File: config.mk
export PLATFORM = sky130hd
export DESIGN_NAME = bin2bcd_seq
export DESIGN_NICKNAME = d
export VERILOG_FILES = /design/src/rtl/bin2bcd_seq.sv
export SDC_FILE = /design/constraint.sdc
export NUM_CORES = 1
export LEC_CHECK = 0
export CORE_AREA = 2 2 46 79
export CTS_BUF_LIST = sky130_fd_sc_hd__clkbuf_2
export CTS_CLUSTER_SIZE = 8
export DETAILED_ROUTE_END_ITERATION = 7
export DIE_AREA = 0 0 48 81
export PLACE_DENSITY = 0.87
export SYNTH_ARGS = -nofsm -noshare
export SYNTH_HDL_FRONTEND = slang
export SYNTH_SLANG_ARGS = --single-unit
File: constraint.sdc
create_clock -name clk -period 2.1 [get_ports clk]
set_input_delay 0.42 -clock clk [delete_from_list [all_inputs] [get_ports clk]]
set_output_delay 0.42 -clock clk [all_outputs]
set_load 0.01 [all_outputs]
File: src/rtl/bin2bcd_seq.sv
// bin2bcd_seq: sequential shift-and-add-3 (double dabble) binary to packed BCD.
// Ports: clk, rst (sync, active-high), start, bin_in -> busy, done, bcd_out, ovf (BIN2BCD_OVF_EN).
module bin2bcd_seq #(
  parameter int BIN_W  = 8,
  parameter int DIGITS = 3
) (
  input  logic                clk,
  input  logic                rst,
  input  logic                start,
  input  logic [BIN_W-1:0]    bin_in,
  output logic                busy,
  output logic                done,
  output logic [4*DIGITS-1:0] bcd_out
`ifdef BIN2BCD_OVF_EN
  ,
  output logic                ovf
`endif
);

  localparam int BCD_W = 4 * DIGITS;
  localparam int CNT_W = $clog2(BIN_W + 1);
  localparam logic [CNT_W-1:0] CNT_LOAD = CNT_W'(BIN_W);
  localparam logic [CNT_W-1:0] CNT_LAST = CNT_W'(1);

  typedef enum logic [1:0] {
    IDLE,
    SHIFT,
    DONE
  } state_t;

  state_t           state_q;
  state_t           state_d;
  logic [BIN_W-1:0] bin_q;
  logic [BIN_W-1:0] bin_d;
  logic [BCD_W-1:0] acc_q;
  logic [BCD_W-1:0] acc_d;
  logic [BCD_W-1:0] acc_fix;
  logic [BCD_W-1:0] bcd_q;
  logic [BCD_W-1:0] bcd_d;
  logic [CNT_W-1:0] cnt_q;
  logic [CNT_W-1:0] cnt_d;
  logic [3:0]       dig;

`ifdef BIN2BCD_OVF_EN
  logic flag_q;
  logic flag_d;
  logic ovf_q;
  logic ovf_d;
`endif

  // Per-digit +3 correction; digits stay <= 9 so the 4-bit add never wraps.
  always_comb begin
    acc_fix = acc_q;
    dig     = '0;
    for (int i = 0; i < DIGITS; i++) begin
      dig = acc_q[4*i +: 4];
      if (dig >= 4'd5) begin
        acc_fix[4*i +: 4] = dig + 4'd3;
      end
    end
  end

  always_comb begin
    state_d = state_q;
    bin_d   = bin_q;
    acc_d   = acc_q;
    cnt_d   = cnt_q;
    bcd_d   = bcd_q;
`ifdef BIN2BCD_OVF_EN
    flag_d  = flag_q;
    ovf_d   = ovf_q;
`endif
    unique case (state_q)
      IDLE, DONE: begin
        state_d = IDLE;
        if (start) begin
          state_d = SHIFT;
          bin_d   = bin_in;
          acc_d   = '0;
          cnt_d   = CNT_LOAD;
`ifdef BIN2BCD_OVF_EN
          flag_d  = 1'b0;
`endif
        end
      end
      SHIFT: begin
        // Top bit of the corrected accumulator falls off the end.
        acc_d = BCD_W'({acc_fix, bin_q[BIN_W-1]});
        bin_d = bin_q << 1;
        cnt_d = cnt_q - 1'b1;
`ifdef BIN2BCD_OVF_EN
        flag_d = flag_q | acc_fix[BCD_W-1];
`endif
        if (cnt_q == CNT_LAST) begin
          state_d = DONE;
          bcd_d   = acc_d;
`ifdef BIN2BCD_OVF_EN
          ovf_d   = flag_d;
`endif
        end
      end
      default: begin
        state_d = IDLE;
      end
    endcase
  end

  always_ff @(posedge clk) begin
    if (rst) begin
      state_q <= IDLE;
      bin_q   <= '0;
      acc_q   <= '0;
      cnt_q   <= '0;
      bcd_q   <= '0;
`ifdef BIN2BCD_OVF_EN
      flag_q  <= 1'b0;
      ovf_q   <= 1'b0;
`endif
    end else begin
      state_q <= state_d;
      bin_q   <= bin_d;
      acc_q   <= acc_d;
      cnt_q   <= cnt_d;
      bcd_q   <= bcd_d;
`ifdef BIN2BCD_OVF_EN
      flag_q  <= flag_d;
      ovf_q   <= ovf_d;
`endif
    end
  end

  assign busy    = (state_q == SHIFT);
  assign done    = (state_q == DONE);
  assign bcd_out = bcd_q;
`ifdef BIN2BCD_OVF_EN
  assign ovf     = ovf_q;
`endif

endmodule
## After elaboration in Yosys (flattened, before gate mapping)

Index checks and enable logic that the tools add are counted.

- Bitwise logic cells: 0
- Eq/ne operators: 5
- Add/sub/neg operators: 4
- Reduce and logical (&&, ||, !) cells: 5
- Multiply operators: 0
- Shift-type cells: 0
- Div/mod/pow operators: 0
- Order comparisons: 3
- Mux-type cells: 12

Operators with widths:

| operator | count |
|---|---|
| one-hot mux 12 bit (2 select lines) | 1 |
| one-hot mux 8 bit (2 select lines) | 1 |
| >= comparator 4 x 3 -> 1 bit (second input constant) | 3 |
| 2-to-1 mux 12 bit | 1 |
| 2-to-1 mux 4 bit | 3 |
| adder 4 x 2 -> 4 bit (second input constant) | 2 |
| 2-to-1 mux 8 bit | 1 |
| one-hot mux 4 bit (2 select lines) | 1 |
| equality test 4 x 1 -> 1 bit (second input constant) | 1 |
| one-hot mux 2 bit (2 select lines) | 1 |
| AND reduction 2 bit | 2 |
| subtractor 4 x 1 -> 4 bit (second input constant) | 1 |
| adder 3 x 2 -> 3 bit (second input constant) | 1 |
| 2-to-1 mux 3 bit | 1 |
| equality test 2 x 1 -> 1 bit (second input constant) | 1 |
| equality test 2 bit (second input constant) | 1 |
| logical NOT 2 bit | 1 |
| 2-to-1 mux 2 bit | 1 |
| inequality test 2 x 1 -> 1 bit (second input constant) | 1 |
| inequality test 2 bit (second input constant) | 1 |
| nonzero test 2 bit | 1 |
| OR reduction 2 bit | 1 |
| 2-to-1 mux 1 bit | 1 |

- Input bits: 11
- Memories kept: 0
- Memory bits (writable): 0
- Latch bits: 0
- Bits in registers: 38
- Bits in read-only memories: 0
- Output and inout bits: 14

## Depth between registers and ports, before layout

Gate-level depths: netlist (run 1).

- Word-level depth: 4
- Mapped depth: 7
- Gate-level depth less buffers: 6

## Least setup slack after synthesis (run 1)

No wires, ideal clock.

- Kind: register to register
- Start point: register cnt_q[0]
- End point: register bcd_q[1], in the netlist bcd_out[1]
- Path buffers: 1
- Cell stages (with the launch flop): 6
- Required time: 2.025 ns
- Arrival time: 1.463 ns
- Path slack: 0.562 ns
- Cells stage by stage: dfxtp_1 > ha_1 > or3b_4 > or3_1 > clkbuf_2 > o22ai_1

- Longest elaborated chain between the ends: 2

Ends and longest elaborated chain:

| item | RTL line | text |
|---|---|---|
| start, declared | 40 | `logic [CNT_W-1:0] cnt_q;` |
| start signal, assigned | 123 | `cnt_q <= cnt_d;` |
| equality test 4 x 1 -> 1 bit | 94 | `if (cnt_q == CNT_LAST) begin` |
| AND reduction 2 bit (no source line) | -- |  |
| end signal, assigned | 114 | `bcd_q <= '0;` |
| end signal, assigned | 124 | `bcd_q <= bcd_d;` |
| end, declared | 38 | `logic [BCD_W-1:0] bcd_q;` |

Every way passes these cells.
A chain may end at the register's enable or synchronous reset.

## Final worst setup path (run 1)

- Start point: register state_q[1]
- End point: output port busy

- Longest elaborated chain between the ends: 1

Ends and longest elaborated chain:

| item | RTL line | text |
|---|---|---|
| start, declared | 31 | `state_t state_q;` |
| start signal, assigned | 120 | `state_q <= state_d;` |
| equality test 2 x 1 -> 1 bit | 132 | `assign busy = (state_q == SHIFT);` |
| end, declared | 11 | `output logic busy,` |

Every way passes these cells.

==> results of run 1 <==
[logic make-up after synthesis]
| kind of cell | count (synthesis) |
|---|---|
| multiplexers | 11 |
| AND/OR/NAND/NOR | 59 |
| flip-flops | 38 |
| XOR/XNOR | 5 |
| AO/OA/AOI/OAI | 48 |
| adder cells (fa/ha/maj) | 8 |
| buffers and inverters | 24 |
[worst min-delay path by stage]
stage / from / to / slack, ns / cells past startpoint
final: bcd_out[6] / bcd_out[6] / 0.51 / 2
after global placement: bcd_out[10] / bcd_out[10] / 0.48 / 2
after global routing: bcd_out[9] / bcd_out[9] / 0.52 / 2
after detailed placement: bcd_out[1] / bcd_out[1] / 0.48 / 2
after floorplan: acc_q[11] / acc_q[11] / 0.46 / 2
after CTS: bcd_out[1] / bcd_out[1] / 0.50 / 2
[cell usage in the layout (no fill, tap or decap)]
cell type and count:
a211oi_1 12, a21oi_1 15, a22oi_1 2, buf_4 7, bufinv_16 1, clkbuf_2 5, clkdlybuf4s50_1 24, clkinv_2 2
dfxtp_1 38, ha_1 8, inv_1 11, mux2_2 3, mux2i_1 8, nand2_1 1, nand2b_1 11, nand3_1 3
nand3b_1 3, nor2_1 21, nor2_2 1, nor2b_1 2, nor3_1 4, nor3b_1 5, nor4_1 1, o21ai_0 5
o22ai_1 14, or3_1 6, or3b_4 1, xnor2_1 4, xor2_1 1
[per-stage QoR]
step | hold WS [ns] | std cells | util (%) | power (mW) | worst slack (ns)
3_3_place_gp | 0.475 | 256 | 60.8 | 0.959 | 0.384
3_5_place_dp | 0.475 | 256 | 60.8 | 0.966 | 0.322
5_1_grt | 0.523 | 264 | 62.7 | 1.47 | 0.0977
4_1_cts | 0.504 | 264 | 62.7 | 1.41 | 0.164
2_1_floorplan | 0.457 | 193 | - | 0.904 | 0.562
6_report | 0.505 | 264 | 62.7 | 1.40 | 0.185
[cell type report]
| cell class | count | area, µm² |
|---|---|---|
| Clock buffer | 5 | 25.0 |
| Clock inverter | 3 | 40.0 |
| Fill cell | 294 | 1240 |
| Inverter | 11 | 41.3 |
| Multi-Input combinational cell | 131 | 871 |
| Sequential cell | 38 | 761 |
| Tap cell | 45 | 56.3 |
| Timing Repair Buffer | 31 | 293 |
[layer usage]
metal	routed length, µm	part of all wire (%)	vias up	track usage [%]
met5	0	0	-	0
met4	110	3.2	0	10.5
met3	87	2.5	11	5.33
met2	1910	55	26	36.8
met1	1390	40	671	22.7
li1	-	-	727	-
[power by group through the flow]
stage	registers, mW	logic (mW)	clock network, mW
global placement	0.786	0.173	0
detailed placement	0.787	0.179	0
floorplan	0.783	0.121	0
finish	0.772	0.178	0.447
CTS	0.772	0.179	0.456
global route	0.777	0.198	0.489
[worst max-delay path: cells and delay by family (launching register included)]
kind                   cells  cell delay (ns)
buffers and inverters      2             0.60
DFF                        1             0.35
and+or+nand+nor            1             0.15
[cell usage after synthesis (5+ instances only)]
| cell type | n |
|---|---|
| a211oi_1 | 12 |
| nor2_1 | 21 |
| nor3b_1 | 5 |
| o22ai_1 | 14 |
| o21ai_0 | 5 |
| a21oi_1 | 15 |
| ha_1 | 8 |
| nand2b_1 | 11 |
| inv_1 | 11 |
| or3_1 | 6 |
| dfxtp_1 | 38 |
| clkbuf_1 | 8 |
| mux2i_1 | 8 |
[state kept, by name, summed over array words and instances, names as in the netlist]
| signal | flops |
|---|---|
| acc_q | 12 |
| bcd_out | 12 |
| bin_q | 8 |
| cnt_q | 4 |
| state_q | 2 |
==> impl.org, run 1 <==
** Status
- The run finished with clean final reports.

** Pwr
- Dividing total power by cell area gives a power density of 669 mW/mm².
- Design internal power :: 1.03 mW
- The share of total power dissipated in the clock network is 32.0%.
- The share of total power dissipated in sequential elements is 55.3%.
- The share of total power dissipated in combinational logic is 12.7%.
- For this design the static power due to leakage is 0.752 nW.
- Worst VDD drop :: 0.691 mV
- Summed over all nets, the switching power comes to 0.362 mW.
- Sw frac :: 25.9%

** Final layout
- Cells with a size suffix above 1 make up 9.13% of the layout.
- Number of nets in the layout :: 237
- Synth-to-Final Area Change :: 20.3%
- Final design area excluding fillers :: 0.00209 mm²
- The number of antenna diodes in the final layout is 0.

** Synth
- Post-synth net total :: 212
- Counting flops with an async set or reset pin after synthesis yields a share of 0%.
- The Yosys step of the flow raised 0 warnings.
- After synthesis, flip-flops and latches occupy 43.9% of the total area.
- In this run the biggest area consumer among cell types represents 43.9% of the synthesized area.
- Largest family of logic cells by synthesized area :: simple AND/OR/NAND/NOR gates
- Post-synthesis register bit count :: 38
- The portion of synthesized area spent on multiplexers is 6.57%.
- The biggest area contributor in the post-synthesis netlist is dfxtp_1.
- Of the total synthesized cell area, the portion taken by full adders, half adders and majority gates is 5.77%.
- Number of flops mapped to enable cells by yosys :: 0
- Most area-consuming cells after synthesis :: dfxtp_1 44%, ha_1 5.8%, a211oi_1 5.2%
- Synthesis handed over a netlist of 193 instances.
- Fraction of the mapped netlist area in compound gates :: 16.9%
- The synthesized netlist devotes 2.53% of its cell area to XOR and XNOR gates.
- Per-instance average area after synthesis :: 8.99 µm²
- Post-Synth Simple-Gate Area :: 18.5%
- Among all flip-flop cells after synthesis, the most frequent one is dfxtp_1.
- The cell area that synthesis handed to floorplanning was 0.00173 mm².
- Netlist cell types :: 28

** STA
- The worst path in the final design needs a cycle of 1.92 ns, including I/O delays and setup.
- Final setup vio count :: 0
- Setup repair after global routing left no endpoint under its margin.
- Fraction of the cycle the final worst path needs :: 91.2%
- Slew at the pin closest to its max-slew limit :: 0.427 ns
- Clock skew on the completed layout was measured at 0.0281 ns.
- Peak Freq :: 522 MHz
- Hold violation count in the final report :: 0
- Rel. slew slack :: 71.5%
- Summed negative setup slack over all endpoints :: 0 ns
- The final max-slew violation count came to 0.

** Global routing
- Entering global routing, the biggest net connects 27 pins.
- Overflow after GRT :: 0
- Global routing used 21.4% of the available tracks.
- Number of global-route vias before repair :: 1364
- The first global-routing pass estimated 5900 µm of wire.
- The number of antenna violations at the first check in global routing is 0.

** Route
- The first TritonRoute pass finished after 4 iterations.
- Count of routing violations after the opening detailed-route iteration :: 25
- For this block, the routed nets add up to 3490 µm of wire.
- For this block, the via count after detailed routing is 1435.
- Via density per instance :: 5.44
- Detail Route Antenna Nets :: 0
- In the routed design, unresolved DRC markers number 0.
- In the final routed layout, each cell accounts on average for 13.2 µm.

** Clock tree
- Register clock-pin slew on the reported worst setup and hold paths :: 0.20 ns
- Counting the buffers created by CTS gives 5.
- Clock Tree Buf Depth :: 2
- CTS tree :: done
- The H-tree was split into 2 levels.
- Counting every sink on the clock net gives 38.
- At the later pin of the worst-skew pair, clock insertion delay measures 0.41 ns.
- In this run the clock root is driven by a clkbuf_2.
- Post-cts hold buffer count :: 0
- Gates resized during post-CTS repair numbered 0.
- Post-CTS Setup Bufs :: 0

** Setup path
- Data arrival, critical path :: 1.50 ns
- In this design, the stage delay of the slowest critical-path cell is 0.53 ns.
- The worst register-to-register path begins at cnt_q[0].
- Of all nets on the critical path, the largest fanout is 2.
- Walking the worst path, the cells encountered are nand2b_1 -> inv_1 -> clkdlybuf4s50_1.
- The worst setup path is captured at an output pin.
- Setup crit end :: busy
- Setup CP Type :: reg2out
- Reg-to-reg critical path endpoint :: bcd_out[10]
- Register-to-register path setup slack :: 0.38 ns
- Worst Reg-to-Reg Cells :: 4
- The worst setup path is launched from a flop.
- Cell with the largest stage delay on the worst path :: clkdlybuf4s50_1
- WP data required :: 1.68 ns
- Tracing the worst setup path back leads to its startpoint at state_q[1].

** Placed design
- Routability-driven placement finished with a final weighted congestion of 0.841.
- Sum of net half-perimeters after detailed placement :: 2570 µm
- The count of buffers added on input and output ports is 24.
- In this run the cell area measured after placement is 0.00202 mm².

** Die
- IO Count :: 25
- The total area inside the core boundary comes to 0.00333 mm².
- Once the floorplan was initialized, standard cells occupied 52.1% of the core.
- Die width :: 48 µm
- Area of the die :: 0.00389 mm²
- Die span in y :: 81 µm
- After floorplanning, the core was divided into 28 placement rows.

** Flow run
- Count of maximum capacitance violations :: 0

** Worst hold path
- Hold Path Class :: reg2reg
(Power assumes the default switching activity.)
==> run 2, diff against run 1 <==
--- a/config.mk
+++ b/config.mk
@@ -7,7 +7,7 @@
 export LEC_CHECK = 0
 export CORE_AREA = 2 2 46 79
 export CTS_BUF_LIST = sky130_fd_sc_hd__clkbuf_2
-export CTS_CLUSTER_SIZE = 8
+export CTS_CLUSTER_SIZE = 10
 export DETAILED_ROUTE_END_ITERATION = 7
 export DIE_AREA = 0 0 48 81
 export PLACE_DENSITY = 0.87
==> results of run 2 <==
Final layout, timing and power as in run 1 (identical DEF).
